## src/rtl/key_pkg.sv

```systemverilog
// Shared types and defaults for the key event classifier.
package key_pkg;

  localparam int CNT_W             = 21;
  localparam int LONG_CYCLES_DEF   = 50;
  localparam int REPEAT_CYCLES_DEF = 10;

  typedef enum logic [1:0] {
    ST_IDLE    = 2'd0,
    ST_PRESSED = 2'd1,
    ST_LONG    = 2'd2
  } state_t;

  typedef logic [CNT_W-1:0] cnt_t;

endpackage

```

## src/rtl/key_event_if.sv

```systemverilog
// Key level in, classified one-cycle events and held level out.
interface key_event_if;

  logic key_level;
  logic press_pulse;
  logic release_pulse;
  logic click_pulse;
  logic long_pulse;
  logic repeat_pulse;
  logic held;

  // master drives the debounced key and consumes the events
  modport master (
    output key_level,
    input  press_pulse, release_pulse, click_pulse, long_pulse, repeat_pulse, held
  );

  modport slave (
    input  key_level,
    output press_pulse, release_pulse, click_pulse, long_pulse, repeat_pulse, held
  );

endinterface

```

## src/rtl/key_event.sv

```systemverilog
// Classifies a debounced key level into press / release / click / long / repeat events.
module key_event
  import key_pkg::*;
#(
  parameter int LONG_CYCLES   = LONG_CYCLES_DEF,
  parameter int REPEAT_CYCLES = REPEAT_CYCLES_DEF,
  parameter bit REPEAT_EN     = 1'b1
) (
  input  logic      clk,
  input  logic      nrst,
  key_event_if.slave ev
);

  localparam cnt_t LONG_LAST   = cnt_t'(LONG_CYCLES - 1);
  localparam cnt_t REPEAT_LAST = cnt_t'(REPEAT_CYCLES - 1);

  state_t state;
  cnt_t   cnt;
  logic   press_q;
  logic   release_q;
  logic   click_q;
  logic   long_q;
  logic   repeat_q;
  logic   held_q;

  always_ff @(posedge clk) begin
    // NOTE: all state uses non-blocking assignments; pulses default low so
    // each one lasts exactly the cycle after the edge that raised it.
    press_q   <= 1'b0;
    release_q <= 1'b0;
    click_q   <= 1'b0;
    long_q    <= 1'b0;
    repeat_q  <= 1'b0;

    if (nrst) begin
      state  <= ST_IDLE;
      cnt    <= '0;
      held_q <= 1'b0;
    end else begin
      case (state)
        ST_IDLE: begin
          cnt <= '0;
          if (ev.key_level) begin
            state   <= ST_PRESSED;
            press_q <= 1'b1;
            held_q  <= 1'b1;
          end else begin
            held_q  <= 1'b0;
          end
        end

        // release is tested first so it wins over a threshold on the same edge
        ST_PRESSED: begin
          if (!ev.key_level) begin
            state     <= ST_IDLE;
            release_q <= 1'b1;
            click_q   <= 1'b1;
            held_q    <= 1'b0;
            cnt       <= '0;
          end else if (cnt == LONG_LAST) begin
            state  <= ST_LONG;
            long_q <= 1'b1;
            cnt    <= '0;
          end else begin
            cnt <= cnt + 1'b1;
          end
        end

        // with repeats disabled the counter still restarts so it never wraps
        ST_LONG: begin
          if (!ev.key_level) begin
            state     <= ST_IDLE;
            release_q <= 1'b1;
            held_q    <= 1'b0;
            cnt       <= '0;
          end else if (cnt == REPEAT_LAST) begin
            repeat_q <= REPEAT_EN;
            cnt      <= '0;
          end else begin
            cnt <= cnt + 1'b1;
          end
        end

        default: begin
          state  <= ST_IDLE;
          cnt    <= '0;
          held_q <= 1'b0;
        end
      endcase
    end
  end

  assign ev.press_pulse   = press_q;
  assign ev.release_pulse = release_q;
  assign ev.click_pulse   = click_q;
  assign ev.long_pulse    = long_q;
  assign ev.repeat_pulse  = repeat_q;
  assign ev.held          = held_q;

endmodule

```

## src/flat_wrapper.sv

```systemverilog
// flat-port wrapper written by rule: the top's interface ports become plain ports
module key_event_flat import key_pkg::*;
#(
  parameter int LONG_CYCLES   = LONG_CYCLES_DEF,
  parameter int REPEAT_CYCLES = REPEAT_CYCLES_DEF,
  parameter bit REPEAT_EN     = 1'b1
)
  (clk, nrst, ev_key_level, ev_press_pulse, ev_release_pulse, ev_click_pulse, ev_long_pulse, ev_repeat_pulse, ev_held);
  key_event_if ev_i ();
  input  logic clk;
  input  logic nrst;
  input wire logic [$bits(ev_i.key_level)-1:0] ev_key_level;
  output wire logic [$bits(ev_i.press_pulse)-1:0] ev_press_pulse;
  output wire logic [$bits(ev_i.release_pulse)-1:0] ev_release_pulse;
  output wire logic [$bits(ev_i.click_pulse)-1:0] ev_click_pulse;
  output wire logic [$bits(ev_i.long_pulse)-1:0] ev_long_pulse;
  output wire logic [$bits(ev_i.repeat_pulse)-1:0] ev_repeat_pulse;
  output wire logic [$bits(ev_i.held)-1:0] ev_held;
  assign ev_i.key_level = ev_key_level;
  assign ev_press_pulse = ev_i.press_pulse;
  assign ev_release_pulse = ev_i.release_pulse;
  assign ev_click_pulse = ev_i.click_pulse;
  assign ev_long_pulse = ev_i.long_pulse;
  assign ev_repeat_pulse = ev_i.repeat_pulse;
  assign ev_held = ev_i.held;
  key_event #(.LONG_CYCLES(LONG_CYCLES), .REPEAT_CYCLES(REPEAT_CYCLES), .REPEAT_EN(REPEAT_EN)) u_core (.clk(clk), .nrst(nrst), .ev(ev_i));
endmodule
```

## config.mk

```make
export PLATFORM = sky130hd
export DESIGN_NAME = key_event_flat
export DESIGN_NICKNAME = d
export VERILOG_FILES = /design/src/rtl/key_pkg.sv /design/src/rtl/key_event_if.sv /design/src/rtl/key_event.sv /design/src/flat_wrapper.sv
export SDC_FILE = /design/constraint.sdc
export NUM_CORES = 1
export LEC_CHECK = 0
export ABC_AREA = 0
export ABC_CLOCK_PERIOD_IN_PS = 2710
export CAP_MARGIN = 20
export CORE_MARGIN = 2
export CORE_UTILIZATION = 35
export CTS_CLUSTER_SIZE = 28
export DETAILED_ROUTE_END_ITERATION = 10
export DONT_BUFFER_PORTS = 1
export SYNTH_ARGS = -nofsm -noshare
export SYNTH_HDL_FRONTEND = slang
export SYNTH_SLANG_ARGS = --single-unit
```

## constraint.sdc

```tcl
create_clock -name clk -period 2.71 [get_ports clk]
set_input_delay 0.542 -clock clk [delete_from_list [all_inputs] [get_ports clk]]
set_output_delay 0.542 -clock clk [all_outputs]
set_load 0.02 [all_outputs]
```

* Yosys cells after proc, flatten, opt, wreduce, memory -nomap -nowiden *
Index checks and enable logic that the tools add are counted.

cells by class
  $add $sub $neg = 1
  bitwise operators = 5
  equal/unequal tests = 8
  mux-type cells = 16
  reduce and logical (&&, ||, !) cells = 8

operators with widths
  cell                     count
  $mux W21                 4
  $pmux W21 S2             1
  $add A21 B1 Y21 const B  1
  $eq A21 B4 Y1 const B    1
  $eq A21 B6 Y1 const B    1
  $mux W2                  4
  $reduce_or A2 Y1         4
  $ne A2 B2 Y1 const B     3
  $pmux W2 S3              1
  $reduce_or A3 Y1         2
  $mux W1                  5
  $not A1 Y1               5
  $ne A3 B2 Y1 const B     1
  $reduce_and A3 Y1        1
  $eq A2 B1 Y1 const B     1
  $eq A2 B2 Y1 const B     1
  $logic_not A2 Y1         1
  $pmux W1 S2              1

word-level totals
  logic and storage cells = 46
  output and inout port bits = 6
  register bits = 29
  bits of input ports = 3

* Depth between registers and ports, before layout *
Gate-level depths: netlist of run 1.

  depth in word-level cells = 4
  depth in mapped cells = 7
  mapped depth without buffers = 6

* Worst setup path before layout of run 1 *
OpenSTA, ideal clock, no wires.

  path type = register to register
  start point = register u_core.cnt[0]
  end point = register u_core.cnt[20]
  buffers on the path = 1
  library setup time = 0.080 ns
  arrival time = 1.946 ns
  path slack = 0.685 ns
  cell stages (with the launch flop) = 7
  period minus slack after synthesis = 2.025 ns
  required time = 2.630 ns
  cells stage by stage = dfxtp_1 > ha_1 > nand3_1 > or4_1 > buf_2 > or4_1 > a22oi_1

on the way
  word-level cells in the longest chain between the ends = 4
  elaborated cells between the ends (all ways) = 8
  those cells by class = 1 x add/sub; 2 x eq/ne; 5 x mux

RTL lines
  item                                     RTL line                          text
  start: declaration                       key_event.sv:18                   cnt_t cnt;
  start signal: assignment                 key_event.sv:65                   cnt <= cnt + 1'b1;
  start signal: assignment                 key_event.sv:80                   cnt <= cnt + 1'b1;
  $add A21 B1 Y21 (tied with other cells)  key_event.sv:65, key_event.sv:80
  $mux W21 (on tied branches)              key_event.sv:76, key_event.sv:60
  $mux W21 (on tied branches)              key_event.sv:71, key_event.sv:54
  $pmux W21 S2 (*)                         key_event.sv:40                   case (state)

Mark *: on every way between the ends. The rest lies on a longest branch, timed or not.
A chain may end at the register's enable or synchronous reset.

* Worst setup path after layout of run 1 *
Ends and elaborated chain as after synthesis.

==> results of run 1 <==
[sequential cells by signal, indices dropped and copies added (netlist names)]
signal and cells:
u_core.cnt 21, u_core.ev.click_pulse 1, u_core.ev.held 1, u_core.ev.long_pulse 1, u_core.ev.press_pulse 1, u_core.ev.release_pulse 1, u_core.ev.repeat_pulse 1, u_core.state 2
[through the flow]
stage | hold WS (ns) | power (mW) | std cells | setup slack [ns]
3_3_place_gp | 0.4751 | 0.4723 | 199 | 0.6215
4_1_cts | 0.3267 | 0.8280 | 206 | 0.5447
2_1_floorplan | 0.4572 | 0.4676 | 155 | 0.6848
6_report | 0.3292 | 0.8215 | 206 | 0.5200
5_1_grt | 0.3235 | 0.8494 | 206 | 0.3862
3_5_place_dp | 0.4894 | 0.4740 | 199 | 0.5467
[where the power goes]
part / leakage, nW / internal (mW) / switching [mW]
Combinational: 0.159 / 0.0112 / 0.0150
Clock: 0.0443 / 0.201 / 0.156
Sequential: 0.234 / 0.432 / 0.00680
[placed cells by master, fill, tap and decap left out, drive strengths merged, types with 3 or more instances in the layout]
| cell | instances |
|---|---|
| nor3 | 6 |
| a21oi | 14 |
| or3 | 7 |
| ha | 5 |
| nand3 | 11 |
| nor2 | 4 |
| o21ai | 10 |
| clkbuf | 7 |
| xnor2 | 10 |
| and3 | 4 |
| nor4 | 4 |
| inv | 9 |
| a22oi | 7 |
| or4 | 3 |
| dfxtp | 29 |
| nor3b | 3 |
| nand2 | 6 |
[layer usage]
layer / global-route usage (%) / wire [um] / share of wire (%)
met2: 22.38 / 1283 / 47
met5: 0 / 0 / 0
met1: 15.80 / 1292 / 47
met3: 4.223 / 118 / 4.3
met4: 6.888 / 48 / 1.7
[cells by family after synthesis]
logic type,share of synthesized area [%]
buf+inv,4.193
flops,42.30
compound gates,15.68
xor+xnor,7.657
mux,0.7293
fa+ha+maj,4.558
simple gates,24.89
[final timing paths]
| check | end | startpoint | depth (start not counted) | slack [ns] |
|---|---|---|---|---|
| worst max-delay path | u_core.cnt[20] | u_core.cnt[0] | 5 | 0.52 |
| worst min-delay path | u_core.ev.release_pulse | ev_key_level | 1 | 0.33 |
| worst max register to register | u_core.cnt[20] | u_core.cnt[0] | 5 | 0.52 |
| worst min register to register | u_core.cnt[0] | u_core.cnt[0] | 1 | 0.50 |
[critical path, stage by stage (launching register included)]
cell and delay, ns:
dfxtp_1 0.40, ha_1 0.22, nand3_1 0.15, or4_1 0.68, or4_1 0.50, a22oi_1 0.16
[cell type report]
cell class,instances,area [sq um]
Timing Repair Buffer,2,15.01
Tap cell,48,60.06
Clock buffer,7,86.33
Fill cell,373,2206
Sequential cell,29,580.6
Multi-Input combinational cell,111,734.5
Inverter,9,33.78
==> impl_metrics.env, run 1 <==
export IMPL_status="complete, no violations"
export IMPL_required_ns=2.91
export IMPL_synth_top_area_cell="dfxtp_1"
export IMPL_cts_root_buf="clkbuf_8"
export IMPL_critPathLaunchType="register"
export IMPL_synth_most_common_cell="dfxtp_1"
export IMPL_ys_warn_count=0
export IMPL_diodes=0
export IMPL_design_area_sq_um=1510
export IMPL_grt_pass1_vias=1037
export IMPL_area_growth_pct=10.03
export IMPL_synth_seq_area_share_pct=42.30
export IMPL_period_needed_ns=2.190
export IMPL_yosys_top_cells_area="dfxtp_1, xnor2_1, a21oi_1"
export IMPL_drt_first_iter_violations=60
export IMPL_hold_path_class="in2reg"
export IMPL_grt_max_degree=22
export IMPL_clkLatencyLatePin_ns=0.28
export IMPL_nNetsFinal=166
export IMPL_clockBufferDepth=2
export IMPL_tightest_slew_ns=0.3474
export IMPL_core_area_sq_um=3716
export IMPL_hold_viol_final=0
export IMPL_synth_top_area_share_pct=42.30
export IMPL_finalCoreUtilization_pct=40.64
export IMPL_io_pins=9
export IMPL_synth_seq_cells=29
export IMPL_firstDrtPassIters=4
export IMPL_antenna_left=0
export IMPL_finClkSkew_ns=0.006633
export IMPL_finalCritPeriodShare_pct=80.81
export IMPL_leakage_nw=0.4380
export IMPL_tritoncts="built"
export IMPL_viasPerCell=5.427
export IMPL_arrival_ns=2.39
export IMPL_ctsResizeCount=0
export IMPL_chipHeight_um=66.62
export IMPL_setup_violations=0
export IMPL_die_w_um=66.62
export IMPL_cts_buffers=5
export IMPL_grt_pass1_wl_mm=4.526
export IMPL_initial_core_util_pct=36.94
export IMPL_post_drt_wl_per_cell_um=13.32
export IMPL_syn_num_nets=163
export IMPL_hold_buffers=0
export IMPL_synth_edf_count=0
export IMPL_critical_path_class="reg2reg"
export IMPL_synth_common_cells="dfxtp_1, a21oi_1, nand3_1, o21ai_0, xnor2_1"
export IMPL_io_buffers=0
export IMPL_peakVddDrop_uv=289.5
export IMPL_dieArea_sq_um=4438
export IMPL_drt_wl_total_mm=2.743
export IMPL_synth_distinct_cells=34
export IMPL_clk_pin_slew_ns=0.06
export IMPL_overflow=0
export IMPL_rows=22
export IMPL_max_freq_mhz=456.6
export IMPL_dpl_cell_area_sq_um=1424
export IMPL_avgSynthCellArea_sq_um=8.855
export IMPL_synthCells=155
export IMPL_antenna_found_initial=0
export IMPL_remaining_drc_errors=0
export IMPL_crit_path_max_fanout=8
export IMPL_power_density_nw_per_um2=544.0
export IMPL_synthArstFlopShare_pct=0
export IMPL_grt_use_total_pct=13.59
export IMPL_vias=1118
export IMPL_place_gp_congestion=0.7600
export IMPL_clkSinkCount=29
export IMPL_drive_gt1_share_pct=7.595
export IMPL_slew_violations=0
export IMPL_post_cts_buffers=0
export IMPL_synth_top_flop_cell="dfxtp_1"
export IMPL_cts_max_level=2
export IMPL_slew_headroom_pct=76.63
export IMPL_rsz0062_at_grt="false"
export IMPL_tns_ns=0
export IMPL_cp_end_kind="register"
export IMPL_dpl_hpwl_mm=1.927
export IMPL_drv_cap=0
export IMPL_synth_area_sq_um=1373
Note: power is estimated with default switching activity, not from simulation.
==> run 2: changes to the inputs <==
Settings changed: ABC_CLOCK_PERIOD_IN_PS 2710 to 2060.
Clock period 2.71 ns to 2.06 ns, I/O delays scaled along.
==> run 2 against run 1 <==
Wire length increased by 1.8%. Critical path depth increased by 1. Global-route usage increased by 1.7 points. Setup slack got worse by 0.41 ns. Sequential share of layout area decreased by 1.3 points. Power increased by 28%. Critical endpoint is now u_core.state[0]. Largest cell class unchanged. Largest power group unchanged. Highest routed layer unchanged.
==> impl_metrics.env, run 2 (same netlist as run 1, synthesis figures left out) <==
export IMPL_vias=1146
export IMPL_layout_common_cells="dfxtp_1, a21oi_1, nand3_1, xnor2_1"
export IMPL_critPathLaunchType="register"
export IMPL_clkSinkCount=29
export IMPL_status="complete, no violations"
export IMPL_rsz0062_at_grt="false"
export IMPL_tritoncts="built"
export IMPL_tns_ns=0
export IMPL_holdPathStages=1
export IMPL_cts_buffers=5
export IMPL_path_cells="buf_4 -> ha_1 -> nor4b_1 -> nand3_1 -> a2111o_1 -> and3_1"
export IMPL_p_sw_mw=0.2328
export IMPL_pwr_share_clk_pct=41.7
export IMPL_hold_buffers=0
export IMPL_peakVddDrop_uv=253.7
export IMPL_cp_end_kind="register"
export IMPL_io_pins=9
export IMPL_grt_pass1_vias=1154
export IMPL_max_stage_delay_ns=0.46
export IMPL_overflow=0
export IMPL_slew_violations=0
export IMPL_period_needed_ns=1.948
export IMPL_antenna_left=0
export IMPL_whs_ns=0.1950
export IMPL_drv_cap=0
export IMPL_top_regs="u_core.cnt (21), u_core.state (2)"
export IMPL_tightest_slew_ns=0.3822
export IMPL_power_mw=1.049
export IMPL_arrival_ns=2.12
export IMPL_setup_violations=0
export IMPL_grt_use_total_pct=15.28
export IMPL_rows=22
export IMPL_hold_start="nrst"
export IMPL_ctsResizeCount=0
export IMPL_cts_root_buf="clkbuf_8"
export IMPL_area_growth_pct=13.86
export IMPL_post_cts_buffers=0
export IMPL_critical_path_class="reg2reg"
export IMPL_regMostFlops="u_core.cnt"
export IMPL_drt_wl_total_mm=2.792
export IMPL_grt_pass1_wl_mm=4.995
export IMPL_leakage_nw=0.4733
export IMPL_required_ns=2.24
export IMPL_hold_path_class="in2reg"
export IMPL_firstDrtPassIters=4
export IMPL_largest_reg_flops=21
export IMPL_power_frac_seq_pct=55.0
export IMPL_dpl_cell_area_sq_um=1476
export IMPL_setup_slack_ns=0.1124
export IMPL_startpoint="u_core.cnt[0]"
export IMPL_r2r_start="u_core.cnt[0]"
export IMPL_dieArea_sq_um=4438
export IMPL_crit_slowest_cell="a2111o_1"
export IMPL_post_drt_wl_per_cell_um=13.05
export IMPL_initial_core_util_pct=36.94
export IMPL_finClkSkew_ns=0.005346
export IMPL_clkLatencyLatePin_ns=0.28
export IMPL_nNetsFinal=173
export IMPL_diodes=0
export IMPL_place_gp_congestion=0.7513
export IMPL_crit_family="simple AND/OR/NAND/NOR gates"
export IMPL_hold_viol_final=0
export IMPL_cts_max_level=2
export IMPL_path_buf_inv=1
export IMPL_design_area_sq_um=1563
export IMPL_grt_max_degree=14
export IMPL_drt_first_iter_violations=37
export IMPL_antenna_found_initial=0
export IMPL_combPwrFrac_pct=3.3
export IMPL_post_place_ws_ns=0.01715
export IMPL_viasPerCell=5.355
export IMPL_chipHeight_um=66.62
export IMPL_die_w_um=66.62
export IMPL_layout_commonest_cell="dfxtp_1"
export IMPL_power_density_nw_per_um2=671.2
export IMPL_drive_gt1_share_pct=12.65
export IMPL_remaining_drc_errors=0
export IMPL_dpl_hpwl_mm=2.046
export IMPL_core_area_sq_um=3716
export IMPL_slew_headroom_pct=74.28
export IMPL_clockBufferDepth=2
export IMPL_worst_path_stages=6
export IMPL_worst_r2r_path_depth=6
export IMPL_clk_pin_slew_ns=0.06
export IMPL_p_int_mw=0.8162
export IMPL_crit_path_max_fanout=7
export IMPL_max_freq_mhz=513.5
export IMPL_finalCritPeriodShare_pct=94.54
export IMPL_switching_share_pct=22.19
export IMPL_io_buffers=0
-- run 2: changes by cell type in the layout (fill, tap and decap cells not counted) --
cell	before	now
buf_4	2	9
clkinv_2	0	2
clkbuf_8	6	5
or4_1	3	2
or4_4	0	1
-- run 2: power groups by stage --
stage / clock [mW] / combinational (mW) / sequential [mW]
after floorplan: 0 / 0.0270 / 0.588
after global placement: 0 / 0.0334 / 0.589
after detailed placement: 0 / 0.0345 / 0.589
after CTS: 0.464 / 0.0348 / 0.576
after global routing: 0.491 / 0.0394 / 0.576
final: 0.438 / 0.0346 / 0.576
-- run 2: cell type report --
type	count	area, sq um
fill	372	2153
multi-input combinational	111	738.2
sequential	29	580.6
clock buffer	6	72.57
timing repair buffer	9	67.56
tap	48	60.06
inverter	9	33.78
clock inverter	2	10.01
-- run 2: final timing paths --
check | slack [ns] | to
setup reg to reg | 0.11 | u_core.state[0]
setup / recovery | 0.11 | u_core.state[0]
hold / removal | 0.19 | u_core.state[1]
hold reg to reg | 0.52 | u_core.state[1]
-- run 2: stage by stage --
step	util, %	cells
2_1_floorplan	-	155
3_3_place_gp	39.73	206
3_5_place_dp	39.73	206
4_1_cts	41.95	214
5_1_grt	42.05	214
6_report	42.05	214
-- run 2: worst reg2reg max path, delay by kind of cell, from the launching register on --
| kind | cells | cell delay (ns) |
|---|---|---|
| DFF | 1 | 0.34 |
| buffers and inverters | 1 | 0.13 |
| and+or+nand+nor | 3 | 0.78 |
| AOI/OAI and AO/OA | 1 | 0.47 |
| adders and majority gates | 1 | 0.14 |
-- run 2: metal layers --
| layer | vias to the layer above | GRT usage [%] | routed length (um) |
|---|---|---|---|
| li1 | 587 | - | - |
| met2 | 24 | 26.13 | 1324 |
| met4 | 0 | 6.888 | 53 |
| met1 | 530 | 16.49 | 1279 |
| met3 | 5 | 6.081 | 136 |
| met5 | - | 0 | 0 |
